===== config.mk =====
export PLATFORM = sky130hd
export DESIGN_NAME = vga_timing_param_flat
export DESIGN_NICKNAME = d
export VERILOG_FILES = /design/src/rtl/vga_timing_param_if.sv /design/src/rtl/vga_timing_param.sv /design/src/flat_wrapper.sv
export SDC_FILE = /design/constraint.sdc
export NUM_CORES = 1
export LEC_CHECK = 0
export CORE_ASPECT_RATIO = 1.25
export CORE_MARGIN = 10
export CORE_UTILIZATION = 45
export DETAILED_ROUTE_END_ITERATION = 16
export HOLD_SLACK_MARGIN = 0.1
export PLACE_DENSITY = 0.7
export SLEW_MARGIN = 20
export SYNTH_ARGS = -nofsm -noshare
export SYNTH_HDL_FRONTEND = slang
export SYNTH_SLANG_ARGS = --single-unit

===== constraint.sdc =====
create_clock -name clk -period 3.3 [get_ports clk]
set_input_delay 0.66 -clock clk [delete_from_list [all_inputs] [get_ports clk]]
set_output_delay 0.66 -clock clk [all_outputs]
set_load 0.02 [all_outputs]

===== src/rtl/vga_timing_param_if.sv =====
// Timing bundle from the VGA timing generator to the draw modules.
// The master drives all signals. Slaves only read them.
interface vga_timing_param_if #(
  parameter int CNT_W = 11
);
  logic [CNT_W-1:0] hcount;
  logic [CNT_W-1:0] vcount;
  logic             hsync;
  logic             vsync;
  logic             hblnk;
  logic             vblnk;
  logic             line_start;
  logic             frame_start;

  modport master (
    output hcount, vcount, hsync, vsync, hblnk, vblnk, line_start, frame_start
  );

  modport slave (
    input hcount, vcount, hsync, vsync, hblnk, vblnk, line_start, frame_start
  );
endinterface


===== src/rtl/vga_timing_param.sv =====
// Parametrised VGA timing generator with a pixel enable and wrap strobes.
// Every output is registered from the next counter value, so all flags line up with hcount/vcount.
module vga_timing_param #(
  parameter int H_ACTIVE  = 1024,
  parameter int H_FP      = 24,
  parameter int H_SYNC    = 136,
  parameter int H_BP      = 160,
  parameter int V_ACTIVE  = 768,
  parameter int V_FP      = 3,
  parameter int V_SYNC    = 6,
  parameter int V_BP      = 29,
  parameter bit HSYNC_POL = 1'b0,
  parameter bit VSYNC_POL = 1'b0,
  parameter int CNT_W     = 11
) (
  input  logic                clk,
  input  logic                rst,
  input  logic                ce,
  vga_timing_param_if.master  tim
);

  localparam int H_TOTAL = H_ACTIVE + H_FP + H_SYNC + H_BP;
  localparam int V_TOTAL = V_ACTIVE + V_FP + V_SYNC + V_BP;

  if (H_ACTIVE == 0 || H_FP == 0 || H_SYNC == 0 || H_BP == 0 ||
      V_ACTIVE == 0 || V_FP == 0 || V_SYNC == 0 || V_BP == 0 ||
      CNT_W == 0 || CNT_W > 31 ||
      longint'(H_TOTAL) > (longint'(1) << CNT_W) ||
      longint'(V_TOTAL) > (longint'(1) << CNT_W)) begin : g_param_check
    $fatal(1, "vga_timing_param: illegal timing parameters");
  end

  localparam logic [CNT_W-1:0] H_LAST   = CNT_W'(H_TOTAL - 1);
  localparam logic [CNT_W-1:0] V_LAST   = CNT_W'(V_TOTAL - 1);
  localparam logic [CNT_W-1:0] H_ACT    = CNT_W'(H_ACTIVE);
  localparam logic [CNT_W-1:0] V_ACT    = CNT_W'(V_ACTIVE);
  localparam logic [CNT_W-1:0] HS_FIRST = CNT_W'(H_ACTIVE + H_FP);
  localparam logic [CNT_W-1:0] HS_LAST  = CNT_W'(H_ACTIVE + H_FP + H_SYNC - 1);
  localparam logic [CNT_W-1:0] VS_FIRST = CNT_W'(V_ACTIVE + V_FP);
  localparam logic [CNT_W-1:0] VS_LAST  = CNT_W'(V_ACTIVE + V_FP + V_SYNC - 1);

  logic [CNT_W-1:0] hcount_q, hcount_d;
  logic [CNT_W-1:0] vcount_q, vcount_d;
  logic             hsync_q, hsync_d;
  logic             vsync_q, vsync_d;
  logic             hblnk_q, hblnk_d;
  logic             vblnk_q, vblnk_d;
  logic             line_start_q, line_start_d;
  logic             frame_start_q, frame_start_d;

  always_comb begin
    hcount_d      = hcount_q;
    vcount_d      = vcount_q;
    line_start_d  = 1'b0;
    frame_start_d = 1'b0;

    if (ce) begin
      if (hcount_q == H_LAST) begin
        hcount_d     = '0;
        line_start_d = 1'b1;
        if (vcount_q == V_LAST) begin
          vcount_d      = '0;
          frame_start_d = 1'b1;
        end else begin
          vcount_d = vcount_q + CNT_W'(1);
        end
      end else begin
        hcount_d = hcount_q + CNT_W'(1);
      end
    end

    // Flags decode the next counter value so they land in the same cycle as the counters.
    hsync_d = ((hcount_d >= HS_FIRST) && (hcount_d <= HS_LAST)) ? HSYNC_POL : ~HSYNC_POL;
    vsync_d = ((vcount_d >= VS_FIRST) && (vcount_d <= VS_LAST)) ? VSYNC_POL : ~VSYNC_POL;
    hblnk_d = (hcount_d >= H_ACT);
    vblnk_d = (vcount_d >= V_ACT);
  end

  always_ff @(posedge clk) begin
    if (rst) begin
      hcount_q      <= '0;
      vcount_q      <= '0;
      hsync_q       <= ~HSYNC_POL;
      vsync_q       <= ~VSYNC_POL;
      hblnk_q       <= 1'b0;
      vblnk_q       <= 1'b0;
      line_start_q  <= 1'b0;
      frame_start_q <= 1'b0;
    end else begin
      hcount_q      <= hcount_d;
      vcount_q      <= vcount_d;
      hsync_q       <= hsync_d;
      vsync_q       <= vsync_d;
      hblnk_q       <= hblnk_d;
      vblnk_q       <= vblnk_d;
      line_start_q  <= line_start_d;
      frame_start_q <= frame_start_d;
    end
  end

  assign tim.hcount      = hcount_q;
  assign tim.vcount      = vcount_q;
  assign tim.hsync       = hsync_q;
  assign tim.vsync       = vsync_q;
  assign tim.hblnk       = hblnk_q;
  assign tim.vblnk       = vblnk_q;
  assign tim.line_start  = line_start_q;
  assign tim.frame_start = frame_start_q;

endmodule


===== src/flat_wrapper.sv =====
// flat-port wrapper written by rule: the top's interface ports become plain ports
module vga_timing_param_flat 
#(
  parameter int H_ACTIVE  = 1024,
  parameter int H_FP      = 24,
  parameter int H_SYNC    = 136,
  parameter int H_BP      = 160,
  parameter int V_ACTIVE  = 768,
  parameter int V_FP      = 3,
  parameter int V_SYNC    = 6,
  parameter int V_BP      = 29,
  parameter bit HSYNC_POL = 1'b0,
  parameter bit VSYNC_POL = 1'b0,
  parameter int CNT_W     = 11
)
  (clk, rst, ce, tim_hcount, tim_vcount, tim_hsync, tim_vsync, tim_hblnk, tim_vblnk, tim_line_start, tim_frame_start);
  vga_timing_param_if #(.CNT_W(CNT_W)) tim_i ();
  input  logic clk;
  input  logic rst;
  input  logic ce;
  output wire logic [$bits(tim_i.hcount)-1:0] tim_hcount;
  output wire logic [$bits(tim_i.vcount)-1:0] tim_vcount;
  output wire logic [$bits(tim_i.hsync)-1:0] tim_hsync;
  output wire logic [$bits(tim_i.vsync)-1:0] tim_vsync;
  output wire logic [$bits(tim_i.hblnk)-1:0] tim_hblnk;
  output wire logic [$bits(tim_i.vblnk)-1:0] tim_vblnk;
  output wire logic [$bits(tim_i.line_start)-1:0] tim_line_start;
  output wire logic [$bits(tim_i.frame_start)-1:0] tim_frame_start;
  assign tim_hcount = tim_i.hcount;
  assign tim_vcount = tim_i.vcount;
  assign tim_hsync = tim_i.hsync;
  assign tim_vsync = tim_i.vsync;
  assign tim_hblnk = tim_i.hblnk;
  assign tim_vblnk = tim_i.vblnk;
  assign tim_line_start = tim_i.line_start;
  assign tim_frame_start = tim_i.frame_start;
  vga_timing_param #(.H_ACTIVE(H_ACTIVE), .H_FP(H_FP), .H_SYNC(H_SYNC), .H_BP(H_BP), .V_ACTIVE(V_ACTIVE), .V_FP(V_FP), .V_SYNC(V_SYNC), .V_BP(V_BP), .HSYNC_POL(HSYNC_POL), .VSYNC_POL(VSYNC_POL), .CNT_W(CNT_W)) u_core (.clk(clk), .rst(rst), .ce(ce), .tim(tim_i));
endmodule

==> results of run 1 <==
[registers in the layout, summed over array words and instances (netlist names)]
signal                  flops
u_core.tim.hblnk            1
u_core.tim.vblnk            1
u_core.tim.hsync            1
u_core.tim.line_start       1
u_core.tim.vcount          11
u_core.tim.hcount          11
u_core.tim.frame_start      1
u_core.tim.vsync            1
[cell type report]
class                      instances  area (µm²)  area share [%]
inverter                           3        11.3           0.581
tap                               37        46.3            2.39
clock buffer                       3        41.3            2.13
multi-input combinational        143         918            47.4
timing repair buffer              34         330            17.0
clock inverter                     1        30.0            1.55
sequential                        28         561            28.9
[through the flow]
| step | setup WS, ns | utilization [%] | hold WS [ns] | area, µm² | instances |
|---|---|---|---|---|---|
| 6_report | 0.685 | 59.6 | 0.564 | 1940 | 249 |
| 5_1_grt | 0.500 | 59.6 | 0.592 | 1940 | 249 |
| 4_1_cts | 0.683 | 59.6 | 0.559 | 1940 | 249 |
| 3_5_place_dp | 0.460 | 57.4 | 0.543 | 1870 | 245 |
| 3_3_place_gp | 0.511 | 57.4 | 0.534 | 1870 | 245 |
| 2_1_floorplan | 0.611 | - | 0.592 | 1550 | 187 |
[cell usage after synthesis, types with 2 or more instances]
cell / number
and4b_1: 3
a21oi_1: 14
nand3_1: 10
inv_1: 3
a2bb2oi_1: 2
or4_1: 2
and3_1: 4
o21ai_0: 7
and4_1: 3
nand4_1: 6
and2_1: 2
a211oi_1: 3
nor3_1: 9
or2_2: 2
or3_1: 2
xor2_1: 6
nand2_1: 12
buf_2: 2
ha_1: 3
clkbuf_1: 10
nor4b_1: 2
o21a_1: 3
dfxtp_1: 28
a2111oi_0: 3
nor2_1: 18
nor4bb_1: 3
xnor2_1: 7
[layer usage]
layer / vias to the layer above / GRT usage (%) / share of wire (%)
met3: 4 / 4.04 / 5.6
met5: - / 0 / 0
met2: 35 / 24.4 / 51
met4: 0 / 2.94 / 0.65
li1: 740 / - / -
met1: 719 / 15.5 / 43
[report_power, final]
group	leakage (nW)	switching, mW	internal (mW)
clock network	0.0357	0.111	0.162
registers	0.226	0.00460	0.340
logic	0.394	0.0144	0.0117
[worst reg2reg max path, delay by kind of cell, from the launching register on]
kind / cells / cell delay (ns)
simple gates: 4 / 1.63
compound gates: 2 / 0.21
flops: 1 / 0.44
buf+inv: 1 / 0.20
[worst min-delay path by stage]
stage          depth (start not counted)  slack [ns]                  from                    to
2_1_floorplan                          2        0.59  u_core.tim.hcount[1]  u_core.tim.hcount[1]
3_3_place_gp                           2        0.53  u_core.tim.hcount[1]  u_core.tim.hcount[1]
3_5_place_dp                           2        0.54  u_core.tim.hcount[1]  u_core.tim.hcount[1]
4_1_cts                                2        0.56  u_core.tim.hcount[1]  u_core.tim.hcount[1]
5_1_grt                                2        0.59  u_core.tim.hcount[1]  u_core.tim.hcount[1]
6_report                               2        0.56  u_core.tim.hcount[1]  u_core.tim.hcount[1]
[kinds of logic (layout without fill, tap and decap cells)]
group | count (synthesis) | in the layout
buffers and inverters | 16 | 41
XOR/XNOR | 13 | 13
adder cells (fa/ha/maj) | 3 | 3
AND/OR/NAND/NOR | 86 | 86
flip-flops | 28 | 28
AO/OA/AOI/OAI | 41 | 41
==> reports/qor.txt, run 1 <==
Levels on crit path: 7
Period utilisation layout: 79.2%
Post-layout net count: 219
Minimum clock period: 2.62 ns
Post-Synth Adder-Cell Area: 2.42%
Row Count: 23
RSZ-0062 raised after global routing: false
Share of post-route cells with drive strength above 1: 6.60%
GP Congestion: 0.851
XOR/XNOR Fraction of Synth Area: 7.35%
Peak supply drop: 215 µV
Max Cap Viol: 0
Setup crit end kind: flop
Vias: 1498
Post-Route Skew: 0.00286 ns
Die X: 72.5 µm
PwrDens: 333 nW/µm²
Most frequent cells in the layout: clkdlybuf4s50_1 (30), dfxtp_1 (28), nor2_1 (18), a21oi_1 (14), nand2_1 (12)
Routed WL: 4.15 mm
Crit-path max cell delay: 0.58 ns
Crit path required time: 3.45 ns
Buffers on Ports: 30
Max H-tree Level: 1
Crit path max fanout: 14
First-pass GRT wire length: 7.21 mm
Share of the synthesized area in the top cell type: 36.2%
Largest family of logic cells by synthesized area: simple AND/OR/NAND/NOR gates
Mux cell area share after synthesis: 0%
Sum of negative setup slack: 0 ns
Skew-Pair Late Insertion Delay: 0.27 ns
Worst path arrival time: 2.76 ns
Asr flop ratio synth: 0%
Rel. slew slack: 56.2%
Startpoint Class: flop
Final slew viol count: 0
Hold_buf cts: 0
CTS tree: built
N_diodes: 0
# DRC: 0
Reg2reg path depth: 7
CTS buffer count: 3
Tot Pwr: 0.645 mW
Routed len/inst: 16.6 µm
Area leader, netlist: dfxtp_1
Final hold viol count: 0
Clock root cell: clkbuf_8
Antenna viol nets, final: 0
Slowest cell on crit path: or4b_4
Hold Crit Class: flop to flop
Largest net degree at the start of global routing: 17
GRT Overall Usage: 13.7%
CP Launch Point: u_core.tim.hcount[7]
Number of synthesized flops with an enable pin: 0
Post-Synth Simple-Gate Area: 32.6%
Worst Tran Pin Value: 0.640 ns
Flop2flop setup slack: 0.68 ns
Top_reg_cell synth: dfxtp_1
Synth top area cells: dfxtp_1 (36%), a21oi_1 (4.5%), nor2_1 (4.4%)
Worst r2r dst: u_core.tim.vsync
Ports: 31
Most common cell after layout, fill and taps aside: clkdlybuf4s50_1
Reg2reg start: u_core.tim.hcount[7]
Die Span Y: 85.6 µm
Routed vias/inst: 6.02
Compound-cell area share of the yosys netlist: 16.9%
FMAX: 382 MHz
HPWL Detailed: 3.00 mm
Seq/Total Area, Yosys: 36.2%
Initial antenna violation count: 0
TritonCTS Sinks: 28
Core ar.: 3250 µm²
Initial DRC count: 119
Average footprint of a synthesized cell: 8.28 µm²
Die ar.: 6200 µm²
Yosys cell types: 45
Post-synthesis register bit count: 28
Vias in the first global route: 1489
CP Capture Point: u_core.tim.vsync
Critical path type: flop to flop
Starting Density: 47.6%
Post-synthesis cell count: 187
GRT overflow: 0
Final setup vio count: 0
Synthesis Warnings: 0
Post-Syn Area: 1550 µm²
Post-CTS sizing: 0
Max Buffers Root-to-Sink: 2
Outcome: complete, no violations
Syn-to-layout area delta: 25.1%
Post-CTS setup buffers: 0
Largest delay share family, worst path: simple AND/OR/NAND/NOR gates
Syn_nets: 193
TritonRoute pass-1 iters: 4
Static Leak: 0.655 nW
CP Buf/Inv Count: 1
Worst-path clk slew: 0.10 ns
Cell Chain, Critical Path: or4b_4 > or4_1 > buf_4 > nor4b_1 > a21oi_1 > and3b_1 > o2111ai_1
Fillers: 294
Note: power is estimated with default switching activity, not from simulation.
==> run 2, diff against run 1 <==
--- a/config.mk
+++ b/config.mk
@@ -10,7 +10,7 @@
 export CORE_UTILIZATION = 45
 export DETAILED_ROUTE_END_ITERATION = 16
 export HOLD_SLACK_MARGIN = 0.1
-export PLACE_DENSITY = 0.7
+export PLACE_DENSITY = 0.73
 export SLEW_MARGIN = 20
 export SYNTH_ARGS = -nofsm -noshare
 export SYNTH_HDL_FRONTEND = slang
==> constraint.sdc (replaced) <==
create_clock -name clk -period 2.3 [get_ports clk]
set_input_delay 0.46 -clock clk [delete_from_list [all_inputs] [get_ports clk]]
set_output_delay 0.46 -clock clk [all_outputs]
set_load 0.02 [all_outputs]
==> reports/qor.txt, run 2 (synthesis gave the netlist of run 1 again) <==
Finished Layout Cells: 280
Most common cell after layout, fill and taps aside: buf_4
RSZ-0062 raised after global routing: true
Share of post-route cells with drive strength above 1: 23.5%
Startpoint Class: flop
Register Area: 569 µm²
CTS buffer count: 3
Buffers on Ports: 30
Peak supply drop: 331 µV
Initial antenna violation count: 0
Die X: 72.5 µm
Core ar.: 3250 µm²
Critical path type: flop to flop
Failing checks: negative setup slack
Area of the multi-input gates: 976 µm²
Minimum clock period: 2.34 ns
Worst Tran Pin Value: 0.506 ns
Die ar.: 6200 µm²
Die Span Y: 85.6 µm
Worst Hold Slack: 0.595 ns
Final slew viol count: 0
Crit path max fanout: 4
Syn-to-layout area delta: 45.2%
Crit-path max cell delay: 0.56 ns
Vias: 1691
Hold Crit Class: flop to flop
First-pass GRT wire length: 7.90 mm
Worst-path clk slew: 0.10 ns
Fillers: 259
Final hold viol count: 0
Ports: 31
CP Launch Point: u_core.tim.hcount[7]
Post-layout net count: 250
Vias in the first global route: 1704
Slowest cell on crit path: or4b_4
N_diodes: 0
Skew-Pair Late Insertion Delay: 0.27 ns
CTS tree: built
Routed len/inst: 16.5 µm
Routed vias/inst: 6.04
HPWL Detailed: 3.32 mm
Final setup vio count: 1
TritonCTS Sinks: 28
Max Buffers Root-to-Sink: 2
Max Cap Viol: 0
GRT Overall Usage: 15.0%
Clock root cell: clkbuf_8
Hold Crit Start: u_core.tim.vcount[5]
Cell Chain, Critical Path: or4b_4 > or4_4 > or4_4 > nand2_4 > and4_1 > o2111ai_1
Static Leak: 0.834 nW
TritonRoute pass-1 iters: 4
Dpl cells: 271
Starting Density: 47.6%
Setup crit end kind: flop
GP Congestion: 0.882
GRT overflow: 0
Row Count: 23
Outcome: finished, violations left
Reg2reg start: u_core.tim.hcount[7]
Rel. slew slack: 66.2%
Post-Route Skew: 0.00420 ns
CP dominant cell by count: or4_4
Antenna viol nets, final: 0
Period utilisation layout: 102%
Routed WL: 4.61 mm
Initial DRC count: 170
FMAX: 427 MHz
Setup ws final: -0.0433 ns
Largest net degree at the start of global routing: 17
Dpl ws: -0.202 ns
Most frequent cells in the layout: buf_4 (32), clkdlybuf4s50_1 (30), dfxtp_1 (25), nor2_1 (17), a21oi_1 (13)
Crit path required time: 2.44 ns
PwrDens: 411 nW/µm²
Max H-tree Level: 1
Worst path arrival time: 2.49 ns
# DRC: 0
## run 2: cell types whose count changed in the layout (fill, tap and decap cells not counted), sizes merged
cell	change
buf	+31
## run 2: report_power, final
part | internal, mW | total (mW) | leakage [nW] | switching [mW]
clock | 0.233 | 0.387 | 0.0357 | 0.154
sequential | 0.486 | 0.488 | 0.228 | 0.00251
combinational | 0.0225 | 0.0483 | 0.571 | 0.0258
## run 2: cell type report
cell class | count | area share (%)
sequential | 28 | 25.3
multi-input combinational | 143 | 43.4
clock inverter | 1 | 1.34
tap | 37 | 2.06
timing repair buffer | 65 | 25.5
inverter | 3 | 0.501
clock buffer | 3 | 1.84
## run 2: repair_timing
action                     4_1_cts  5_1_grt
pin swaps                        6        6
setup buffers                    3        3
hold buffers                     0        0
gates resized for setup          6        7
setup endpoints to repair        3        3
## run 2: path summary, 6_finish.rpt
| check | depth (start not counted) | end | slack (ns) |
|---|---|---|---|
| hold reg to reg | 2 | u_core.tim.vcount[5] | 0.60 |
| setup reg to reg | 6 | u_core.tim.vsync | -0.04 |
| setup / recovery | 6 | u_core.tim.vsync | -0.04 |
| hold / removal | 2 | u_core.tim.vcount[5] | 0.60 |
## run 2: critical path, delay by kind of cell, from the launching register on
kind             cells  cell delay, ns
AO/OA/AOI/OAI        1            0.11
flip-flops           1            0.35
AND/OR/NAND/NOR      5            1.76
## run 2: metal layers
metal / GRT usage, % / share of wire [%] / vias up
met1: 16.4 / 38 / 813
met3: 5.19 / 9.3 / 6
met5: 0 / 0 / -
met4: 5.02 / 1.4 / 0
met2: 25.9 / 51 / 71
li1: - / - / 801
## run 2: through the flow
| step | instance area, µm² | util, % | power [mW] | setup TNS [ns] |
|---|---|---|---|---|
| after floorplan | 1580 | - | 0.523 | -0.507 |
| after global placement | 2080 | 64.1 | 0.547 | -0.333 |
| after detailed placement | 2080 | 64.1 | 0.547 | -0.466 |
| after CTS | 2200 | 67.8 | 0.933 | -0.0376 |
| after global routing | 2250 | 69.1 | 0.957 | -0.0976 |
| final | 2250 | 69.1 | 0.923 | -0.0433 |
==> run 3, diff against run 2 <==
--- a/config.mk
+++ b/config.mk
@@ -11,7 +11,6 @@
 export DETAILED_ROUTE_END_ITERATION = 16
 export HOLD_SLACK_MARGIN = 0.1
 export PLACE_DENSITY = 0.73
-export SLEW_MARGIN = 20
 export SYNTH_ARGS = -nofsm -noshare
 export SYNTH_HDL_FRONTEND = slang
 export SYNTH_SLANG_ARGS = --single-unit
==> results of run 3 <==
The final DEF is identical to that of run 2; final timing and power are the same.
